<file path="config.mk">
export PLATFORM = sky130hd
export DESIGN_NAME = sync_fifo
export DESIGN_NICKNAME = d
export VERILOG_FILES = /design/src/rtl/sync_fifo.sv
export SDC_FILE = /design/constraint.sdc
export NUM_CORES = 1
export LEC_CHECK = 0
export CORE_ASPECT_RATIO = 1.75
export CORE_UTILIZATION = 40
export DETAILED_ROUTE_END_ITERATION = 6
export GPL_TIMING_DRIVEN = 1
export PLACE_DENSITY_LB_ADDON = 0.12
export SKIP_LAST_GASP = 1
export SYNTH_ARGS = -nofsm -noshare
export SYNTH_HDL_FRONTEND = slang
export SYNTH_SLANG_ARGS = --single-unit
</file>
<file path="constraint.sdc">
create_clock -name clk -period 7.5 [get_ports clk]
set_input_delay 1.125 -clock clk [delete_from_list [all_inputs] [get_ports clk]]
set_output_delay 1.125 -clock clk [all_outputs]
set_load 0.02 [all_outputs]
</file>
<file path="src/rtl/sync_fifo.sv">
// -----------------------------------------------------------------------------
// sync_fifo
//
// Single-clock FIFO used between pipeline stages on the same clock, for
// example between the DCT output and the quantiser/entropy coder. It is the
// responder on the write handshake and the source on the read handshake.
// Storage is an inferred simple dual-port RAM. The read port is registered,
// so there is one cycle of read latency.
//
// Parameters
//   DATA_WIDTH : word width (default 10)
//   DEPTH      : number of entries; must be a power of two and >= 2 (default 8)
//
// Ports
//   clk        : clock; all logic runs on the rising edge
//   rst        : synchronous, active-high reset
//   wr_en      : write request
//   wr_data    : write data
//   wr_full    : FIFO full; a write is refused while high
//   rd_en      : read request
//   rd_data    : registered read data; holds its value between accepted reads
//   rd_empty   : FIFO empty; a read is refused while high
//   count      : occupancy, 0..DEPTH
//   overflow   : one-cycle pulse after a write attempted while full
//   underflow  : one-cycle pulse after a read attempted while empty
// -----------------------------------------------------------------------------
module sync_fifo #(
    parameter int DATA_WIDTH = 10,
    parameter int DEPTH      = 8
) (
    input  logic                    clk,
    input  logic                    rst,
    input  logic                    wr_en,
    input  logic [DATA_WIDTH-1:0]   wr_data,
    output logic                    wr_full,
    input  logic                    rd_en,
    output logic [DATA_WIDTH-1:0]   rd_data,
    output logic                    rd_empty,
    output logic [$clog2(DEPTH):0]  count,
    output logic                    overflow,
    output logic                    underflow
);

    // Address width and pointer width. The extra pointer MSB is a wrap bit
    // that tells "full" apart from "empty" when the addresses coincide.
    localparam int AW = $clog2(DEPTH);
    localparam int PW = AW + 1;

    logic [PW-1:0]         wptr;
    logic [PW-1:0]         rptr;
    logic [DATA_WIDTH-1:0] mem [DEPTH];

    logic wr_accept;
    logic rd_accept;

    // Flags and occupancy depend only on the registered pointers. There is no
    // combinational path from wr_en/rd_en to any status output.
    assign wr_full  = (wptr[AW-1:0] == rptr[AW-1:0]) && (wptr[AW] != rptr[AW]);
    assign rd_empty = (wptr == rptr);
    assign count    = wptr - rptr;  // modulo 2^PW by construction

    // Acceptance uses the flags as they stand before this edge. A write while
    // full is therefore dropped even if a read frees a slot in the same cycle,
    // and a read while empty is refused even if a write lands. There is no
    // bypass from wr_data to rd_data.
    assign wr_accept = wr_en && !wr_full;
    assign rd_accept = rd_en && !rd_empty;

    // Pointers, error pulses and the read register. Reset takes priority over
    // any request in the same cycle, so that cycle's requests are ignored.
    // NOTE: sequential state uses non-blocking assignments. Every register then
    //       samples the values from before the edge, which keeps simulation and
    //       synthesis in agreement.
    always_ff @(posedge clk) begin
        if (rst) begin
            wptr      <= '0;
            rptr      <= '0;
            rd_data   <= '0;
            overflow  <= 1'b0;
            underflow <= 1'b0;
        end else begin
            overflow  <= wr_en && wr_full;
            underflow <= rd_en && rd_empty;

            if (wr_accept) begin
                wptr <= wptr + PW'(1);
            end

            if (rd_accept) begin
                rd_data <= mem[rptr[AW-1:0]];
                rptr    <= rptr + PW'(1);
            end
        end
    end

    // RAM write port. Writes are suppressed during reset, so requests in the
    // reset cycle leave no trace.
    // NOTE: the storage array is deliberately left out of reset. Resetting it
    //       would block RAM inference, and a word is never readable before it
    //       has been written because rd_empty guards every read.
    always_ff @(posedge clk) begin
        if (!rst && wr_accept) begin
            mem[wptr[AW-1:0]] <= wr_data;
        end
    end

endmodule

</file>
Word level (Yosys, flattened, before mapping)
Memory sizes are Yosys's and may differ from the RTL's. A register that Yosys moved wholly into a read port is not among the register bits.
Index checks and enable logic that the tools add are counted.
- add/subtract/negate cells: 3
- equal/unequal tests: 3
- mux-type cells: 2
- reduce and logical (&&, ||, !) cells: 9
- operators with widths (cell ; count):
    $add A4 B1 Y4 const B ; 2
    $logic_and A1 B1 Y1 ; 6
    $eq A4 B4 Y1 ; 1
    $sub A4 B4 Y4 ; 1
    $eq A3 B3 Y1 ; 1
    $logic_not A1 Y1 ; 3
    $mux W1 ; 2
    $ne A1 B1 Y1 ; 1
- register bits: 10
- bits in writable memories: 80
- input bits: 14
- output and inout port bits: 18
- logic and storage cells: 22
- memories kept: 1
- memory list (name ; depth ; bits a word ; read ports ; clocked after Yosys merged registers in ; write ports ; RTL line ; source):
    mem ; 8 ; 10 ; 1 ; 1 ; 1 ; 51 ; logic [DATA_WIDTH-1:0] mem [DEPTH];

Logic depth before layout (Yosys ltp)
Gate-level depths: netlist of the first run.
- depth after elaboration: 7
- mapped depth: 8
- gate-level depth less buffers: 6

Least setup slack after synthesis of the first run
No wires, ideal clock.
- path kind: flip-flop to flip-flop
- from: register rptr[1]
- to: memory mem[0][0], enable pin
- setup time: 0.390 ns
- arrival: 2.479 ns
- slack: 4.631 ns
- stages on the path, launching flop included: 8
- buffers on the path: 1
- cell sequence: dfxtp_1 -> buf_1 -> inv_1 -> ha_1 -> nand3_2 -> o21ai_2 -> or3_4 -> nor3_1
- longest elaborated chain between the ends: 7
- ends and longest elaborated chain (what ; RTL line ; source):
    start, declared ; 50 ; logic [PW-1:0] rptr;
    start signal, assigned ; 91 ; rptr <= rptr + PW'(1);
    $eq A3 B3 Y1 ; 58 ; assign wr_full = (wptr[AW-1:0] == rptr[AW-1:0]) && (wptr[AW] != rptr[AW]);
    $logic_and A1 B1 Y1 ; 58 ;
    $logic_not A1 Y1 ; 66 ; assign wr_accept = wr_en && !wr_full;
    $logic_and A1 B1 Y1 ; 66 ;
    $logic_and A1 B1 Y1 ; 102 ; if (!rst && wr_accept) begin
    $mux W1 ; 102 ;
    $mux W1 (not written as such) ; 103 ; mem[wptr[AW-1:0]] <= wr_data;
    end, declared ; 51 ;
Every way passes these cells.

Final worst setup path of the first run
- from: register rptr[2]
- to: output rd_empty
- longest elaborated chain between the ends: 1
- ends and longest elaborated chain (what ; RTL line ; source):
    $eq A4 B4 Y1 ; 59 ; assign rd_empty = (wptr == rptr);
    end, declared ; 38 ; output logic rd_empty,
Every way passes these cells.

==> metrics.cfg, run 1 <==
[status]
status = complete, no violations

[logic_synthesis]
yosys_warnings = 0
seq_area_frac_synth_pct = 69.3
synth_edf_count = 80
synth-async-reset-ratio_pct = 0
syn_inst = 232
yosysUniqueCellTypes = 34
post-synth-top-count-cell = edfxtp_1
synth-seq-cells = 100
synth_area_mm2 = 0.00404
ys.flop_type = edfxtp_1
yosys.area.top_type_share_pct = 59.4
avgSynthCellArea_um2 = 17.4
yosys-top-cells-area = edfxtp_1 (59%), mux4_2 (11%), dfxtp_1 (9.9%)
synth_common_cells = edfxtp_1 (80), nand2_1 (23), dfxtp_1 (20), mux4_2 (20), nor2_1 (17)
synth_nets = 252
yosys.area.top_type = edfxtp_1

[placement]
dp_cells = 382
io_buffers = 31
place_congestion = 0.757
dpl.hpwl_um = 5480

[timing]
finalClockSkew_ps = 8.47
maxSlewHeadroom_pct = 35.3
fin_crit_ps = 3860
setup_violations = 0
hold_viol = 0
rsz0062_at_grt = no
drv_slew = 0
worst_pin_slew_ps = 968
fin_crit_sh_pct = 51.5
tns_ps = 0
fmax_ghz = 0.259

[cts]
postCtsSetupBuffers = 0
cts.root.buffer_cell = clkbuf_16
cts.sinks = 100
cts_buffer_depth = 2
cts_inserted_buffers = 9
cts_tree = built
postCtsHoldBufs = 0
post_cts_resized = 0
htree_levels = 3
clkTransAtPathRegs_ps = 70
clkLatencyLatePin_ps = 340

[power_and_ir_drop]
seqPwrFrac_pct = 47.9
p_sw_w = 0.000347
peakVddDrop_mv = 0.130
power.leakage_nw = 1.52
comb_power_share_pct = 20.3
power.total_w = 0.00132
p_per_area_mw_per_mm2 = 279
cellInternalPower_w = 0.000977
netSwitchingFraction_pct = 26.2
pwr-share-clk_pct = 31.7

[die]
die_area_mm2 = 0.0105
pin_count = 32
die_h_um = 135
die_w_um = 78.0
rows = 48
initial_core_util_pct = 41.1
placeableCoreArea_mm2 = 0.00985

[setup_path]
slowest_delay_ps = 630
critical-path-slowest-cell = dfxtp_1
path_buf_inv = 2
crit_family = buffers and inverters
cp.arrival_ps = 2730
crit_required_ps = 6380
critPathCaptureType = output port
cp-start-kind = flop
crit_fanout = 13
worstSetupPathType = reg -> out
path_cells = inv_1, ha_1, nand3_2, nor2_1, clkdlybuf4s50_1
r2r_slack_ps = 4310

[cells_and_area]
synthToLayoutAreaGrowth_pct = 17.2
layoutNonFillerInstCount = 398
multi_input_comb_area_mm2 = 0.00114
antennaDiodeCount = 0
register_area_mm2 = 0.00280
nets = 288
num-fill-cells = 856
final_layout_size_suffix_gt1_share_pct = 22.3

[global_routing]
grt_pass1_wl_um = 12000
grtUsageTotal_pct = 16.3
grt_max_degree = 25
use_met1_pct = 18.6
busiest_layer = met2
met3_usage_pct = 2.70
grt_pass1_vias = 2118
antenna_found_initial = 0
met2_usage_pct = 29.2
gr-total-overflow = 0

[drt]
postRouteAntennaNets = 0
via_count = 2010
wire_per_inst_um = 19.2
detail_route.first_pass.iterations = 4
via_per_inst = 5.05
drc = 0
dr.first_iter.drc_count = 142
wl_um = 7660

[run]
maxCapViolCount = 0

[min_path]
hold_path.class = reg -> reg

==> layout make-up <==
class | count | area share (%)
Timing Repair Buffer | 35 | 7.18
Clock inverter | 5 | 0.845
Sequential cell | 100 | 59.1
Inverter | 7 | 0.555
Tap cell | 125 | 3.30
Clock buffer | 11 | 4.91
Multi-Input combinational cell | 115 | 24.1
==> tightest hold or removal path: stages (launching register included) <==
cell and delay [ps]:
dfxtp_1 310, nor2_1 110, a311oi_1 60
==> per-stage QoR <==
stage               instance area [µm²]  hold WS, ps  util, %  worst slack (ps)
finish                             4740          518     48.1              3640
global route                       4740          540     48.1              3420
CTS                                4740          519     48.1              3560
detailed placement                 4470          509     45.3              3700
global placement                   4470          496     45.3              3700
floorplan                          4040          557        -              4630
==> cells in the final DEF (no fill, tap or decap), types with 3 or more instances in the layout <==
master,count
edfxtp_1,80
clkdlybuf4s50_1,31
nand2_1,23
mux4_2,20
dfxtp_1,20
nor2_1,17
clkbuf_16,9
nor2_2,8
a311oi_2,8
inv_1,7
xnor2_1,5
ha_1,5
o211ai_1,4
buf_4,4
xor2_1,3
clkinvlp_4,3
==> registers in the layout (all words and copies together), names as in the netlist <==
register and cells:
underflow 1, rd_data 10, overflow 1, rptr 4, wptr 4, mem 80
==> worst paths after layout <==
path	from	to	depth (start not counted)
worst max-delay path	rptr[2]	rd_empty	5
worst min-delay path	rd_data[9]	rd_data[9]	2
worst min register to register	rd_data[9]	rd_data[9]	2
worst max register to register	rptr[2]	mem[3][3]	6
==> power by group through the flow <==
stage,clock (W),combinational (W),sequential (W)
finish,0.000420,0.000269,0.000635
CTS,0.000433,0.000275,0.000635
floorplan,0,0.000174,0.000664
global placement,0,0.000275,0.000647
global route,0.000455,0.000294,0.000637
detailed placement,0,0.000275,0.000647
==> metal layers <==
| layer | up-vias | part of all wire [%] |
|---|---|---|
| li1 | 961 | - |
| met1 | 998 | 40 |
| met2 | 39 | 55 |
| met3 | 12 | 2.8 |
| met4 | 0 | 2.1 |
| met5 | - | 0 |
==> kinds of logic after synthesis <==
kind of cell | Yosys count | synth area share [%]
DFF | 100 | 69.3
xor gates and xnor gates | 10 | 2.54
and+or+nand+nor | 59 | 7.05
adders and majority gates | 6 | 2.04
buffers and inverters | 17 | 2.51
muxes | 21 | 11.4
AOI/OAI and AO/OA | 19 | 5.17
Note: power is estimated with default switching activity, not from simulation.
==> run 2, diff against run 1 <==
==> constraint.sdc (replaced) <==
create_clock -name clk -period 3.4 [get_ports clk]
set_input_delay 0.51 -clock clk [delete_from_list [all_inputs] [get_ports clk]]
set_output_delay 0.51 -clock clk [all_outputs]
set_load 0.02 [all_outputs]
==> run 2 against run 1 <==
Net effect: core utilization up 1.2 points; first-iteration DRC count is 27% lower; sequential share of layout area is 1.4 points lower; via count rose by 5.3%.
==> metrics.cfg, run 2 (same netlist as run 1, synthesis figures left out) <==
[power_and_ir_drop]
power.leakage_nw = 1.59
p_per_area_mw_per_mm2 = 633
peakVddDrop_mv = 0.265

[drt]
detail_route.first_pass.iterations = 4
via_count = 2116
wl_um = 8070
drc = 0
via_per_inst = 5.20
wire_per_inst_um = 19.8
dr.first_iter.drc_count = 104
postRouteAntennaNets = 0

[global_routing]
grt_pass1_vias = 2156
busiest_layer = met2
gr-total-overflow = 0
grtUsageTotal_pct = 17.1
met2_usage_pct = 29.2
grt_pass1_wl_um = 12700
met3_usage_pct = 2.84
grt_max_degree = 24
use_met1_pct = 20.8
antenna_found_initial = 0

[cells_and_area]
nets = 297
synthToLayoutAreaGrowth_pct = 20.0
final_layout_size_suffix_gt1_share_pct = 24.5
antennaDiodeCount = 0
largest_reg_flops = 80
final_common_cell = edfxtp_1
final_cell_mix = edfxtp_1 (80), clkdlybuf4s50_1 (31), nand2_1 (23), mux4_2 (20), dfxtp_1 (20)
layoutNonFillerInstCount = 407
num-fill-cells = 882

[cts]
postCtsHoldBufs = 0
postCtsSetupBuffers = 0
clkLatencyLatePin_ps = 340
cts_buffer_depth = 2
cts_tree = built
htree_levels = 3
cts_inserted_buffers = 9
post_cts_resized = 0
clkTransAtPathRegs_ps = 60
cts.sinks = 100
cts.root.buffer_cell = clkbuf_16

[setup_path]
cp-start-kind = flop
crit_fanout = 9
cp.arrival_ps = 2210
worstSetupPathType = reg -> out
critPathCaptureType = output port
crit_required_ps = 2890

[timing]
finalClockSkew_ps = 5.81
fmax_ghz = 0.368
hold_viol = 0
setup_violations = 0
fin_crit_sh_pct = 80.0
maxSlewHeadroom_pct = 69.3
drv_slew = 0
tns_ps = 0
rsz0062_at_grt = no
fin_crit_ps = 2720
worst_pin_slew_ps = 460

[placement]
io_buffers = 31
place_congestion = 0.712
dp_cells = 391
dpl.hpwl_um = 4980

[die]
die_area_mm2 = 0.0105
initial_core_util_pct = 41.1
die_h_um = 135
die_w_um = 78.0
placeableCoreArea_mm2 = 0.00985
rows = 48
pin_count = 32

[run]
maxCapViolCount = 0

[min_path]
hold_path.class = reg -> reg

[status]
status = complete, no violations

## run 2: changes by cell type in the layout (fill, tap and decap cells not counted)
cell | previous run | this run
clkbuf_8 | 0 | 1
buf_4 | 4 | 13
bufinv_16 | 0 | 2
clkinv_1 | 0 | 1
clkinvlp_4 | 3 | 0
inv_6 | 1 | 0
## run 2: path summary, 6_finish.rpt
| path | startpoint | cells past startpoint | slack, ps | to |
|---|---|---|---|---|
| max reg2reg | wptr[0] | 7 | 1140 | mem[1][0] |
| min | rd_data[4] | 2 | 500 | rd_data[4] |
| max | wptr[1] | 5 | 680 | count[3] |
| min reg2reg | rd_data[4] | 2 | 500 | rd_data[4] |
## run 2: power by group
part           switching (W)  total, W  internal, W
clock               0.000417   0.00108     0.000664
sequential         0.0000294   0.00140      0.00137
combinational       0.000306  0.000590     0.000285
## run 2: cell type report
type / count / area (µm²) / area share, %
flip-flops and latches: 100 / 2800 / 57.8
clock buffers: 12 / 246 / 5.08
repair buffers: 44 / 408 / 8.41
clock inverters: 4 / 72.6 / 1.50
inverters: 7 / 26.3 / 0.542
well taps: 125 / 156 / 3.22
multi-input cells: 115 / 1140 / 23.5
## run 2: metal layers
| metal | up-vias | wire length [µm] |
|---|---|---|
| li1 | 985 | - |
| met1 | 1079 | 3470 |
| met2 | 39 | 4250 |
| met3 | 13 | 178 |
| met4 | 0 | 174 |
| met5 | - | 0 |
## run 2: through the flow
stage	power [W]	area, µm²	hold slack (ps)	utilization, %	setup WS [ps]
2_1_floorplan	0.00185	4040	557	-	531
3_3_place_gp	0.00203	4530	496	46.0	1050
3_5_place_dp	0.00203	4530	500	46.0	1050
4_1_cts	0.00311	4850	509	49.3	668
5_1_grt	0.00320	4850	541	49.3	530
6_report	0.00307	4850	503	49.3	680
## run 2: critical path: stages (launching register included)
cell and delay, ps:
dfxtp_1 480, ha_1 310, a21o_1 170, a21oi_1 170, xnor2_1 130, clkdlybuf4s50_1 610
==> run 3, diff against run 2 <==
==> constraint.sdc (replaced) <==
create_clock -name clk -period 2.76 [get_ports clk]
set_input_delay 0.414 -clock clk [delete_from_list [all_inputs] [get_ports clk]]
set_output_delay 0.414 -clock clk [all_outputs]
set_load 0.02 [all_outputs]
==> run 3 against run 2 <==
Net effect: via count grew 0.85%; clock power rose by 27%; global-route usage down 0.33 points; final cell count is the same; power up 24%; die area unchanged; clock skew increased by 0.54 ps; core utilization up 0.25 points; sequential power rose by 23%; largest cell class unchanged.
==> metrics.cfg, run 3 (same netlist as run 1, synthesis figures left out) <==
[status]
status = complete, no violations

[timing]
finalClockSkew_ps = 6.36
maxSlewHeadroom_pct = 68.5
rsz0062_at_grt = no
fin_crit_sh_pct = 94.7
fmax_ghz = 0.383
drv_slew = 0
hold_viol = 0
timing.hold.ws_ps = 511
setup_violations = 0
worst_slack_ps = 147
tns_ps = 0
fin_crit_ps = 2610
worst_pin_slew_ps = 473

[min_path]
hold_path.class = reg -> reg
whs_path_depth = 2
hold_end = rd_data[4]
min-delay-start = rd_data[4]

[die]
rows = 48
die_h_um = 135
die_area_mm2 = 0.0105
placeableCoreArea_mm2 = 0.00985
initial_core_util_pct = 41.1
pin_count = 32
die_w_um = 78.0

[cts]
cts.sinks = 100
cts_inserted_buffers = 9
post_cts_resized = 0
cts_buffer_depth = 2
postCtsHoldBufs = 0
cts_tree = built
clkLatencyLatePin_ps = 330
htree_levels = 3
postCtsSetupBuffers = 0
cts.root.buffer_cell = clkbuf_16
clkTransAtPathRegs_ps = 70

[drt]
dr.first_iter.drc_count = 115
detail_route.first_pass.iterations = 4
postRouteAntennaNets = 0
via_per_inst = 5.24
via_count = 2134
wire_per_inst_um = 19.7
drc = 0
wl_um = 8000

[cells_and_area]
largest_reg_flops = 80
final_common_cell = edfxtp_1
num-fill-cells = 864
finalInstanceArea_mm2 = 0.00488
final_cell_mix = edfxtp_1 (80), clkdlybuf4s50_1 (31), nand2_1 (23), mux4_2 (20), dfxtp_1 (19)
nets = 297
synthToLayoutAreaGrowth_pct = 20.6
final_layout_size_suffix_gt1_share_pct = 26.6
antennaDiodeCount = 0

[power_and_ir_drop]
peakVddDrop_mv = 0.404
p_per_area_mw_per_mm2 = 784
power.total_w = 0.00382
power.leakage_nw = 1.61

[setup_path]
critPathCaptureType = output port
cp.arrival_ps = 2200
crit_fanout = 4
cp-start-kind = flop
worstSetupPathType = reg -> out
r2r-start = wptr[2]
r2r-end = mem[1][8]
crit_required_ps = 2350
reg2reg_depth = 6
r2r_slack_ps = 510

[global_routing]
grt_max_degree = 24
antenna_found_initial = 0
grt_pass1_vias = 2183
grtUsageTotal_pct = 16.8
gr-total-overflow = 0
grt_pass1_wl_um = 12400

[placement]
place_congestion = 0.746
post_dp_cell_area_mm2 = 0.00454
dpl.hpwl_um = 4700
io_buffers = 31
place_ws_ps = 475

[run]
maxCapViolCount = 0

-- run 3: worst max-delay path: stages, from the launching register on --
cell,delay [ps]
dfxtp_1,370
inv_1,100
ha_1,230
fa_1,380
xnor2_1,160
clkdlybuf4s50_1,620
-- run 3: per-stage QoR --
step | instances | util, %
after global routing | 407 | 49.5
after floorplan | 232 | -
after CTS | 407 | 49.5
after global placement | 391 | 46.1
final | 407 | 49.5
after detailed placement | 391 | 46.1
-- run 3: power breakdown --
group / leakage, nW / internal [W] / switching [W]
registers: 0.887 / 0.00169 / 0.0000363
logic: 0.562 / 0.000351 / 0.000372
clock network: 0.160 / 0.000827 / 0.000547
total: 1.61 / 0.00287 / 0.000955
-- run 3: layout make-up --
type / count / area, µm² / share of cell area (%)
repair buffers: 44 / 408 / 8.36
well taps: 125 / 156 / 3.21
clock buffers: 10 / 239 / 4.90
inverters: 7 / 26.3 / 0.539
flip-flops and latches: 100 / 2800 / 57.5
clock inverters: 6 / 93.8 / 1.92
multi-input cells: 115 / 1150 / 23.6
-- run 3: routing by layer --
layer / wire (µm) / vias up / global-route usage (%)
met5: 0 / - / 0
met4: 125 / 0 / 7.10
met3: 184 / 10 / 2.30
met2: 4350 / 32 / 30.3
met1: 3340 / 1110 / 19.9
li1: - / 982 / -
-- run 3: how the worst max path moves through the flow --
stage / startpoint / end / depth (start not counted)
after floorplan: rptr[1] / mem[2][0] / 7
after global routing: wptr[0] / count[2] / 5
final: wptr[0] / count[2] / 5
after CTS: wptr[1] / count[3] / 5
after detailed placement: wptr[1] / count[3] / 5
after global placement: wptr[1] / count[3] / 5
